--- src/rtl/usb_frame_parser_if.sv ---
// Byte-stream and burst bus between the FTDI receiver, the frame parser
// and usb_ctrl_regs. The master drives received bytes in; the slave (the
// parser) drives the validated burst and the status outputs.
interface usb_frame_parser_if;
  logic [7:0] rx_byte;
  logic       rx_valid;
  logic       rx_ready;
  logic [7:0] d;
  logic       d_asserted;
  logic       frame_ok;
  logic       frame_err;
  logic [1:0] err_code;
  logic [7:0] err_cnt;

  modport master (
    output rx_byte, rx_valid,
    input  rx_ready, d, d_asserted, frame_ok, frame_err, err_code, err_cnt
  );

  modport slave (
    input  rx_byte, rx_valid,
    output rx_ready, d, d_asserted, frame_ok, frame_err, err_code, err_cnt
  );
endinterface

--- src/rtl/usb_frame_parser.sv ---
// Framed host-command parser on the clk_ftdi domain. It hunts for the
// 0x5E 0x4D preamble, checks the header (HCS) and payload (DCS) XOR sums,
// buffers the payload and, only for a fully valid frame, replays
// CTRL, ADDR, payload as one contiguous d/d_asserted burst followed by a
// forced idle gap so usb_ctrl_regs can return to its CTRL state.
module usb_frame_parser #(
  parameter int MAX_LEN     = 64,
  parameter int TIMEOUT_CYC = 65535,
  parameter int GAP_CYC     = 2
) (
  input logic             clk_ftdi,
  input logic             n_rst,
  usb_frame_parser_if.slave bus
);

  localparam int AW = (MAX_LEN > 1) ? $clog2(MAX_LEN) : 1;
  localparam int TW = $clog2(TIMEOUT_CYC + 1);
  localparam int GW = (GAP_CYC > 1) ? $clog2(GAP_CYC) : 1;
  localparam logic [8:0]    MAX_LEN_C  = 9'(MAX_LEN);
  localparam logic [TW-1:0] TMO_C      = TW'(TIMEOUT_CYC);
  localparam logic [GW-1:0] GAP_LAST_C = GW'(GAP_CYC - 1);

  typedef enum logic [3:0] {
    S_HUNT1   = 4'd0,
    S_HUNT2   = 4'd1,
    S_ADDR    = 4'd2,
    S_CTRL    = 4'd3,
    S_LEN     = 4'd4,
    S_HCS     = 4'd5,
    S_PAYLOAD = 4'd6,
    S_DCS     = 4'd7,
    S_REPLAY  = 4'd8,
    S_GAP     = 4'd9
  } state_t;

  // Header checksum: XOR of the three header fields.
  function automatic logic [7:0] hcs_calc(input logic [7:0] a, input logic [7:0] c,
                                          input logic [7:0] l);
    return a ^ c ^ l;
  endfunction

  state_t        state_r, state_nxt_s;
  logic [7:0]    addr_r, ctrl_r, len_r, xor_r;
  logic [7:0]    wr_ptr_r;
  logic [7:0]    pay_buf_r [MAX_LEN];
  logic [7:0]    beat_r;
  logic [TW-1:0] tmo_r;
  logic [GW-1:0] gap_r;

  logic          rx_ready_r, d_asserted_r, frame_ok_r, frame_err_r;
  logic [7:0]    d_r, err_cnt_r;
  logic [1:0]    err_code_r;

  logic          accept_s, tmo_active_s, tmo_drop_s;
  logic          drop_s, burst_start_s, beat_adv_s, burst_end_s;
  logic [1:0]    drop_code_s;
  logic [AW-1:0] wr_idx_s, rd_idx_s;
  logic [7:0]    beat_byte_s;

  assign accept_s     = bus.rx_valid & rx_ready_r;
  assign tmo_active_s = (state_r != S_HUNT1) && (state_r != S_REPLAY) && (state_r != S_GAP);
  // An accepted byte on the expiry cycle wins over the timeout.
  assign tmo_drop_s   = tmo_active_s && !accept_s && (tmo_r == TMO_C);
  assign wr_idx_s     = AW'(wr_ptr_r);

  // Select the byte for the next replay beat: ADDR on beat 1, buffer after.
  always_comb begin
    rd_idx_s = AW'(beat_r - 8'd2);
    if (beat_r == 8'd1) begin
      beat_byte_s = addr_r;
    end else begin
      beat_byte_s = pay_buf_r[rd_idx_s];
    end
  end

  // Next-state decode with drop and burst control strobes.
  always_comb begin
    state_nxt_s   = state_r;
    drop_s        = 1'b0;
    drop_code_s   = 2'd0;
    burst_start_s = 1'b0;
    beat_adv_s    = 1'b0;
    burst_end_s   = 1'b0;
    if (tmo_drop_s) begin
      drop_s      = 1'b1;
      drop_code_s = 2'd0;
      state_nxt_s = S_HUNT1;
    end else begin
      case (state_r)
        S_HUNT1: begin
          if (accept_s && (bus.rx_byte == 8'h5E)) state_nxt_s = S_HUNT2;
          else                                    state_nxt_s = S_HUNT1;
        end
        S_HUNT2: begin
          if (accept_s) begin
            if (bus.rx_byte == 8'h4D)      state_nxt_s = S_ADDR;
            else if (bus.rx_byte == 8'h5E) state_nxt_s = S_HUNT2;
            else                           state_nxt_s = S_HUNT1;
          end else begin
            state_nxt_s = S_HUNT2;
          end
        end
        S_ADDR: begin
          if (accept_s) state_nxt_s = S_CTRL;
          else          state_nxt_s = S_ADDR;
        end
        S_CTRL: begin
          if (accept_s) state_nxt_s = S_LEN;
          else          state_nxt_s = S_CTRL;
        end
        S_LEN: begin
          if (accept_s) state_nxt_s = S_HCS;
          else          state_nxt_s = S_LEN;
        end
        S_HCS: begin
          if (accept_s) begin
            if (bus.rx_byte != hcs_calc(addr_r, ctrl_r, len_r)) begin
              drop_s      = 1'b1;
              drop_code_s = 2'd1;
              state_nxt_s = S_HUNT1;
            end else if ((len_r == 8'd0) || ({1'b0, len_r} > MAX_LEN_C)) begin
              drop_s      = 1'b1;
              drop_code_s = 2'd2;
              state_nxt_s = S_HUNT1;
            end else begin
              state_nxt_s = S_PAYLOAD;
            end
          end else begin
            state_nxt_s = S_HCS;
          end
        end
        S_PAYLOAD: begin
          if (accept_s && ((wr_ptr_r + 8'd1) == len_r)) state_nxt_s = S_DCS;
          else                                          state_nxt_s = S_PAYLOAD;
        end
        S_DCS: begin
          if (accept_s) begin
            if (bus.rx_byte == xor_r) begin
              burst_start_s = 1'b1;
              state_nxt_s   = S_REPLAY;
            end else begin
              drop_s      = 1'b1;
              drop_code_s = 2'd3;
              state_nxt_s = S_HUNT1;
            end
          end else begin
            state_nxt_s = S_DCS;
          end
        end
        S_REPLAY: begin
          if (beat_r == (len_r + 8'd2)) begin
            burst_end_s = 1'b1;
            state_nxt_s = S_GAP;
          end else begin
            beat_adv_s  = 1'b1;
            state_nxt_s = S_REPLAY;
          end
        end
        S_GAP: begin
          if (gap_r == GAP_LAST_C) state_nxt_s = S_HUNT1;
          else                     state_nxt_s = S_GAP;
        end
        default: state_nxt_s = S_HUNT1;
      endcase
    end
  end

  // Header field latches, write pointer and running payload XOR.
  always_ff @(posedge clk_ftdi or negedge n_rst) begin
    if (!n_rst) begin
      addr_r   <= 8'd0;
      ctrl_r   <= 8'd0;
      len_r    <= 8'd0;
      xor_r    <= 8'd0;
      wr_ptr_r <= 8'd0;
    end else if (accept_s) begin
      case (state_r)
        S_ADDR:    addr_r <= bus.rx_byte;
        S_CTRL:    ctrl_r <= bus.rx_byte;
        S_LEN:     len_r  <= bus.rx_byte;
        S_HCS: begin
          wr_ptr_r <= 8'd0;
          xor_r    <= 8'd0;
        end
        S_PAYLOAD: begin
          wr_ptr_r <= wr_ptr_r + 8'd1;
          xor_r    <= xor_r ^ bus.rx_byte;
        end
        default: ;
      endcase
    end
  end

  // Payload storage; stale contents are never replayed, so no reset.
  always_ff @(posedge clk_ftdi) begin
    if (accept_s && (state_r == S_PAYLOAD)) begin
      pay_buf_r[wr_idx_s] <= bus.rx_byte;
    end
  end

  // State register, timers and all registered outputs.
  always_ff @(posedge clk_ftdi or negedge n_rst) begin
    if (!n_rst) begin
      state_r      <= S_HUNT1;
      rx_ready_r   <= 1'b1;
      d_r          <= 8'd0;
      d_asserted_r <= 1'b0;
      frame_ok_r   <= 1'b0;
      frame_err_r  <= 1'b0;
      err_code_r   <= 2'd0;
      err_cnt_r    <= 8'd0;
      beat_r       <= 8'd0;
      tmo_r        <= '0;
      gap_r        <= '0;
    end else begin
      state_r     <= state_nxt_s;
      rx_ready_r  <= !((state_nxt_s == S_REPLAY) || (state_nxt_s == S_GAP));
      frame_ok_r  <= burst_end_s;
      frame_err_r <= drop_s;
      if (drop_s) begin
        err_code_r <= drop_code_s;
        if (err_cnt_r != 8'hFF) err_cnt_r <= err_cnt_r + 8'd1;
      end
      if (burst_start_s) begin
        d_r          <= ctrl_r;
        d_asserted_r <= 1'b1;
        beat_r       <= 8'd1;
      end else if (beat_adv_s) begin
        d_r          <= beat_byte_s;
        d_asserted_r <= 1'b1;
        beat_r       <= beat_r + 8'd1;
      end else begin
        d_r          <= 8'd0;
        d_asserted_r <= 1'b0;
      end
      if (burst_end_s) begin
        gap_r <= '0;
      end else if (state_r == S_GAP) begin
        gap_r <= gap_r + GW'(1);
      end
      if (!tmo_active_s || accept_s || tmo_drop_s) begin
        tmo_r <= '0;
      end else begin
        tmo_r <= tmo_r + TW'(1);
      end
    end
  end

  assign bus.rx_ready   = rx_ready_r;
  assign bus.d          = d_r;
  assign bus.d_asserted = d_asserted_r;
  assign bus.frame_ok   = frame_ok_r;
  assign bus.frame_err  = frame_err_r;
  assign bus.err_code   = err_code_r;
  assign bus.err_cnt    = err_cnt_r;

endmodule

--- src/flat_wrapper.sv ---
// flat-port wrapper written by rule: the top's interface ports become plain ports
module usb_frame_parser_flat 
#(
  parameter int MAX_LEN     = 64,
  parameter int TIMEOUT_CYC = 65535,
  parameter int GAP_CYC     = 2
)
  (clk_ftdi, n_rst, bus_rx_byte, bus_rx_valid, bus_rx_ready, bus_d, bus_d_asserted, bus_frame_ok, bus_frame_err, bus_err_code, bus_err_cnt);
  usb_frame_parser_if bus_i ();
  input logic clk_ftdi;
  input logic n_rst;
  input wire logic [$bits(bus_i.rx_byte)-1:0] bus_rx_byte;
  input wire logic [$bits(bus_i.rx_valid)-1:0] bus_rx_valid;
  output wire logic [$bits(bus_i.rx_ready)-1:0] bus_rx_ready;
  output wire logic [$bits(bus_i.d)-1:0] bus_d;
  output wire logic [$bits(bus_i.d_asserted)-1:0] bus_d_asserted;
  output wire logic [$bits(bus_i.frame_ok)-1:0] bus_frame_ok;
  output wire logic [$bits(bus_i.frame_err)-1:0] bus_frame_err;
  output wire logic [$bits(bus_i.err_code)-1:0] bus_err_code;
  output wire logic [$bits(bus_i.err_cnt)-1:0] bus_err_cnt;
  assign bus_i.rx_byte = bus_rx_byte;
  assign bus_i.rx_valid = bus_rx_valid;
  assign bus_rx_ready = bus_i.rx_ready;
  assign bus_d = bus_i.d;
  assign bus_d_asserted = bus_i.d_asserted;
  assign bus_frame_ok = bus_i.frame_ok;
  assign bus_frame_err = bus_i.frame_err;
  assign bus_err_code = bus_i.err_code;
  assign bus_err_cnt = bus_i.err_cnt;
  usb_frame_parser #(.MAX_LEN(MAX_LEN), .TIMEOUT_CYC(TIMEOUT_CYC), .GAP_CYC(GAP_CYC)) u_core (.clk_ftdi(clk_ftdi), .n_rst(n_rst), .bus(bus_i));
endmodule
--- config.mk ---
export PLATFORM = sky130hd
export DESIGN_NAME = usb_frame_parser_flat
export DESIGN_NICKNAME = d
export VERILOG_FILES = /design/src/rtl/usb_frame_parser_if.sv /design/src/rtl/usb_frame_parser.sv /design/src/flat_wrapper.sv
export SDC_FILE = /design/constraint.sdc
export NUM_CORES = 1
export LEC_CHECK = 0
export CAP_MARGIN = 20
export CORE_MARGIN = 4
export CORE_UTILIZATION = 45
export CTS_BUF_LIST = sky130_fd_sc_hd__clkbuf_8
export CTS_CLUSTER_SIZE = 25
export DETAILED_ROUTE_END_ITERATION = 8
export RECOVER_POWER = 100
export SLEW_MARGIN = 20
export SYNTH_ARGS = -nofsm -noshare
export SYNTH_HDL_FRONTEND = slang
export SYNTH_SLANG_ARGS = --single-unit
--- constraint.sdc ---
create_clock -name clk_ftdi -period 10.3 [get_ports clk_ftdi]
set_clock_uncertainty 0.2 [all_clocks]
set_input_delay 2.06 -clock clk_ftdi [delete_from_list [all_inputs] [get_ports clk_ftdi]]
set_output_delay 2.06 -clock clk_ftdi [all_outputs]
set_load 0.02 [all_outputs]
==> results of run 1 <==
## through the flow
stage          hold WS [ps]  total power, mW  worst slack (ps)  util [%]
6_report                287             4.83              3170      50.7
5_1_grt                 312             5.00              2740      50.7
4_1_cts                 294             4.88              5060      50.9
3_5_place_dp            286             2.77              4620      47.2
3_3_place_gp            279             2.77              4620      47.2
2_1_floorplan           255             2.71              5900         -
## layout make-up
class	count	area, um2	share of cell area (%)
clock buffer	105	1450	5.18
clock inverter	75	564	2.02
inverter	10	37.5	0.134
multi-input combinational	866	6880	24.7
sequential	603	17700	63.3
tap	748	936	3.35
timing repair buffer	57	389	1.39
## where the power goes
part | leakage (nW) | switching (mW) | internal (mW)
Combinational | 2.75 | 0.0587 | 0.00615
Sequential | 5.83 | 0.000236 | 2.65
Clock | 1.13 | 0.958 | 1.15
Total | 9.71 | 1.02 | 3.81
## cells by family after synthesis
logic type | count (synthesis)
AO/OA/AOI/OAI | 179
flip-flops | 603
AND/OR/NAND/NOR | 429
buffers and inverters | 107
XOR/XNOR | 79
multiplexers | 171
adder cells (fa/ha/maj) | 8
## routing by layer
metal	wire [um]	track usage, %	vias up
met5	0	0	-
met4	2020	7.27	0
met3	4010	4.02	129
met2	28300	31.7	532
met1	26400	29.3	7106
li1	-	-	6214
## sequential cells by signal, summed over array words and instances (netlist names)
name                   count
u_core.addr_r              8
u_core.beat_r              8
u_core.bus.d               8
u_core.bus.d_asserted      1
u_core.bus.err_cnt         8
u_core.bus.err_code        2
u_core.bus.frame_err       1
u_core.bus.frame_ok        1
u_core.bus.rx_ready        1
u_core.ctrl_r              8
u_core.gap_r               1
u_core.len_r               8
u_core.pay_buf_r         512
u_core.state_r             4
u_core.tmo_r              16
u_core.wr_ptr_r            8
u_core.xor_r               8
## cell usage in the layout (no fill, tap or decap), drive strengths merged, types with 11 or more instances in the layout
| cell type | count |
|---|---|
| edfxtp | 512 |
| nand2 | 140 |
| nor2 | 135 |
| clkbuf | 128 |
| dfrtp | 90 |
| mux4 | 86 |
| mux2i | 57 |
| o21ai | 46 |
| xnor2 | 42 |
| inv | 42 |
| nand3 | 40 |
| xor2 | 37 |
| a32oi | 35 |
| clkinv | 33 |
| mux2 | 28 |
| a21oi | 24 |
| dlygate4sd3 | 23 |
| nand4 | 17 |
| a22oi | 17 |
| a31oi | 14 |
| and3 | 11 |
| a22o | 11 |
| and2 | 11 |
| buf | 11 |
## path summary, 6_finish.rpt
kind | from | to | slack (ps)
max in group asynchronous | n_rst | u_core.wr_ptr_r[3] | 4410
worst max register to register | u_core.beat_r[1] | u_core.bus.d[5] | 5090
worst max-delay path | bus_rx_byte[5] | u_core.bus.d[1] | 3170
min in group asynchronous | n_rst | u_core.tmo_r[0] | 1870
worst min register to register | u_core.tmo_r[0] | u_core.tmo_r[0] | 290
worst min-delay path | u_core.tmo_r[0] | u_core.tmo_r[0] | 290
==> results.toml, run 1 <==
[grt]
grtUsageTotal_pct = 20.5
overflow = 0
grt_pass1_wl_mm = 91.5
grt_pass1_vias = 14248
antenna_found_initial = 0
grt_max_degree = 73

[synthesis]
synth_area_leaders = "edfxtp_1 61%, dfrtp_1 9.0%, mux4_2 7.7%"
synth-compound-area-share_pct = 4.95
syn_nets = 1595
ys_warn_count = 0
synth-adder-area-share_pct = 0.400
synth-edff-count = 512
syn_area_per_cell_um2 = 15.9
syn-cell-area_um2 = 25000
synth_simple_gate_area_share_pct = 8.12
yosysTopAreaCell = "edfxtp_1"
synthCells = 1576
synthMuxAreaShare_pct = 11.3
synth_top_family_by_area = "multiplexers"
synth-seq-cells = 603
synth_cell_types = 69
seq_area_frac_synth_pct = 70.5
synth-xor-area-share_pct = 2.76
yosysMostFrequentCell = "edfxtp_1"
synth_flop_cell = "edfxtp_1"
synthTopCellsByCount = "512 x edfxtp_1, 140 x nand2_1, 135 x nor2_1, 90 x dfrtp_1, 86 x mux4_2"
async_flop_share_pct = 15.1
synth_top_area_share_pct = 61.4

[status]
status = "finished, violations left"
violations = "max-capacitance violations, max-slew violations"

[setup_path]
critical_path.max_fanout = 72
worst_path_max_delay_cell = "clkbuf_1"
cp_num_cells = 7
critical_path_buf_inv_count = 2
worstRegToRegCells = 11
path_cells = "buf_2 > clkbuf_1 > xor2_1 > nor4_1 > nand2_1 > nor2_1 > a22o_1"
crit_type = "primary input to flip-flop"
critical_path.top_delay_family = "buffers and inverters"
start_kind = "primary input"
cp.arrival_ps = 7540
critPathRequiredTime_ps = 10710
crit_path_end_kind = "flip-flop"
slowest_delay_ps = 2970

[timing]
setup_viol = 0
min_period_over_period_pct = 69.2
fin_setup_tns_ps = 0
rsz0062_at_grt = "false"
drv_slew = 585
fmax_mhz = 140
tightest_slew_ps = 4270
final-hold-violation-count = 0
fin_crit_ps = 7130
slew_headroom_pct = -184

[clocking]
cts-root-buf = "clkbuf_8"
cts.sink_count = 603
cts_buffer_depth = 3
path_clk_slew_ps = 60
cts_max_level = 3
cts_resized = 0
cts_tree = "built"
worstSkewPairLatency_ps = 680
numCtsBuffers = 98
holdBufCountCts = 0
cts_setup_buffers = 0

[drt]
drc = 0
wl_per_cell_um = 24.7
routed_wl_mm = 60.8
viasPerCell = 5.67
drt-initial-drc-count = 1363
postRouteAntennaNets = 0
routed-via-count = 13981
first_pass_iters = 6

[placed_design]
portBuffers = 32
place_inst = 2284
gp_congestion = 0.861
dp_hpwl_mm = 37.6
post_dp_cell_area_um2 = 26000

[die]
dieHeight_um = 244
dieArea_um2 = 59500
io_pins = 33
fp-row-count = 86
core-area_um2 = 55100
start_util_pct = 45.4
die_w_um = 244

[min_path]
min_path_type = "flip-flop to flip-flop"
hold_depth = 1

[layout]
final_area_um2 = 27900
nFillCells = 4596
fin_nets = 1655
area_delta_synth_final_pct = 11.5
fin_cells = 2464
drive_above_1_share_pct = 15.8
antenna_cells = 0

[power]
ir_worst_vdd_v = 0.0000928
power_density_nw_per_um2 = 173
p_leak_nw = 9.71

[job]
cap_violations = 16
Note: power is estimated with default switching activity, not from simulation.
==> run 2, diff against run 1 <==
==> constraint.sdc (replaced) <==
create_clock -name clk_ftdi -period 7.4 [get_ports clk_ftdi]
set_clock_uncertainty 0.2 [all_clocks]
set_input_delay 1.48 -clock clk_ftdi [delete_from_list [all_inputs] [get_ports clk_ftdi]]
set_output_delay 1.48 -clock clk_ftdi [all_outputs]
set_load 0.02 [all_outputs]
==> run 2 against run 1 <==
Effect of this change: the flow still finishes with violations (max-capacitance violations, max-slew violations); highest routed layer unchanged; register-to-register slack lost 3200 ps; clock power grew 29%; setup slack lost 1300 ps; flip-flop and latch count is the same; final cell count shrank 0.28%; count of clock-buffer cells in the layout shrank 3; power grew 35%; global-route usage shrank 0.087 points; core utilization shrank 0.20 points.
==> results.toml, run 2 (synthesis gave the netlist of run 1 again) <==
[status]
status = "finished, violations left"
violations = "max-capacitance violations, max-slew violations"

[layout]
final_cell_mix = "512 x edfxtp_1, 140 x nand2_1, 135 x nor2_1, 102 x clkbuf_8, 89 x dfrtp_1"
area_delta_synth_final_pct = 11.1
final_area_um2 = 27800
final_common_cell = "edfxtp_1"
drive_above_1_share_pct = 15.7
fin_nets = 1656
largest_reg_flops = 512
antenna_cells = 0
reg_top3 = "u_core.pay_buf_r: 512 flops, u_core.tmo_r: 16 flops"
nFillCells = 4710
top_register = "u_core.pay_buf_r"

[grt]
grt_pass1_wl_mm = 90.6
antenna_found_initial = 0
grtUsageMet2_pct = 32.1
use_met1_pct = 28.6
grtUsageTotal_pct = 20.4
busiest_layer = "met2"
grt_pass1_vias = 14082
grt_max_degree = 73
overflow = 0
use_met3_pct = 4.52

[drt]
postRouteAntennaNets = 0
drc = 0
viasPerCell = 5.73
first_pass_iters = 5
routed-via-count = 14080
wl_per_cell_um = 24.8
routed_wl_mm = 60.8
drt-initial-drc-count = 1426

[setup_path]
slowest_delay_ps = 1550
cp.arrival_ps = 5860
crit_path_end_kind = "flip-flop"
critPathRequiredTime_ps = 7740
crit_type = "flip-flop to flip-flop"
critical_path.top_delay_family = "flip-flops"
r2r_start = "u_core.beat_r[1]"
critical_path_buf_inv_count = 2
worst_path_max_delay_cell = "dfrtp_1"
worstRegToRegCells = 10
path_cells = "inv_1 > ha_1 > xor2_4 > buf_4 > nor2_1 > a22o_1 > a221oi_1 > o21ai_0 > nor3_1 > o21ai_0"
crit_path_frequent_cell = "o21ai_0"
start_kind = "flip-flop"
r2r-end = "u_core.bus.d[6]"
r2r_setup_slack_ps = 1880
critical_path.max_fanout = 56

[clocking]
cts_buffer_depth = 3
numCtsBuffers = 97
cts_tree = "built"
path_clk_slew_ps = 60
worstSkewPairLatency_ps = 680
cts_resized = 0
cts_max_level = 3
holdBufCountCts = 0
cts-root-buf = "clkbuf_8"
cts_setup_buffers = 0
cts.sink_count = 603

[power]
ir_worst_vdd_v = 0.000160
power_density_nw_per_um2 = 234
p_leak_nw = 9.65

[die]
start_util_pct = 45.4
core-area_um2 = 55100
io_pins = 33
fp-row-count = 86
die_w_um = 244
dieHeight_um = 244
dieArea_um2 = 59500

[timing]
tightest_slew_ps = 3050
drv_slew = 395
rsz0062_at_grt = "false"
setup_viol = 0
slew_headroom_pct = -104
min_period_over_period_pct = 74.5
fmax_mhz = 181
fin_setup_tns_ps = 0
fin_crit_ps = 5520
final-hold-violation-count = 0

[min_path]
hp-start = "u_core.tmo_r[0]"
holdPathEnd = "u_core.tmo_r[0]"
hold_depth = 1
min_path_type = "flip-flop to flip-flop"

[placed_design]
post_dp_cell_area_um2 = 26100
dp_hpwl_mm = 37.7
portBuffers = 32
gp_congestion = 0.864

[job]
cap_violations = 11
-- run 2: final cells by class --
cell class,count,area (um2),share of cell area [%]
clock inverter,69,445,1.60
timing repair buffer,59,440,1.58
clock buffer,102,1400,5.05
inverter,10,37.5,0.135
multi-input combinational,866,6890,24.8
tap,748,936,3.37
sequential,603,17700,63.5
-- run 2: how the worst max path moves through the flow --
stage | startpoint | end | slack [ps] | cells past startpoint
after floorplan | bus_rx_valid | u_core.pay_buf_r[48][0] | 3580 | 8
after global placement | bus_rx_valid | u_core.pay_buf_r[45][3] | 2280 | 7
after detailed placement | bus_rx_valid | u_core.pay_buf_r[42][1] | 2180 | 7
after CTS | u_core.beat_r[1] | u_core.bus.d[6] | 2860 | 10
after global routing | u_core.beat_r[1] | u_core.bus.d[6] | 1470 | 10
final | u_core.beat_r[1] | u_core.bus.d[6] | 1880 | 10
-- run 2: power by group --
| part | internal (mW) | total (mW) | switching [mW] |
|---|---|---|---|
| sequential | 3.69 | 3.69 | 0.000338 |
| combinational | 0.0106 | 0.0947 | 0.0841 |
| clock | 1.43 | 2.73 | 1.30 |
| total | 5.13 | 6.51 | 1.38 |
-- run 2: worst reg2reg max path: stages, from the launching register on --
cell and delay (ps):
dfrtp_1 1550, inv_1 340, ha_1 470, xor2_4 180
buf_4 680, nor2_1 440, a22o_1 320, a221oi_1 440
o21ai_0 170, nor3_1 450, o21ai_0 150
-- run 2: metal layers --
layer  up-vias  share of wire [%]  wire length [um]
li1       6216                  -                 -
met5         -                  0                 0
met1      7192                 43             26400
met4         0                3.2              1920
met2       548                 46             28300
met3       124                6.9              4180
-- run 2: metrics by stage --
step	util (%)	instances	setup WS (ps)	hold slack (ps)	power (mW)
after floorplan	-	1576	3580	255	3.77
after global placement	47.3	2286	2280	281	3.86
after detailed placement	47.3	2286	2180	285	3.86
after CTS	50.6	2457	2860	293	6.59
after global routing	50.5	2457	1470	320	6.76
final	50.5	2457	1880	291	6.51
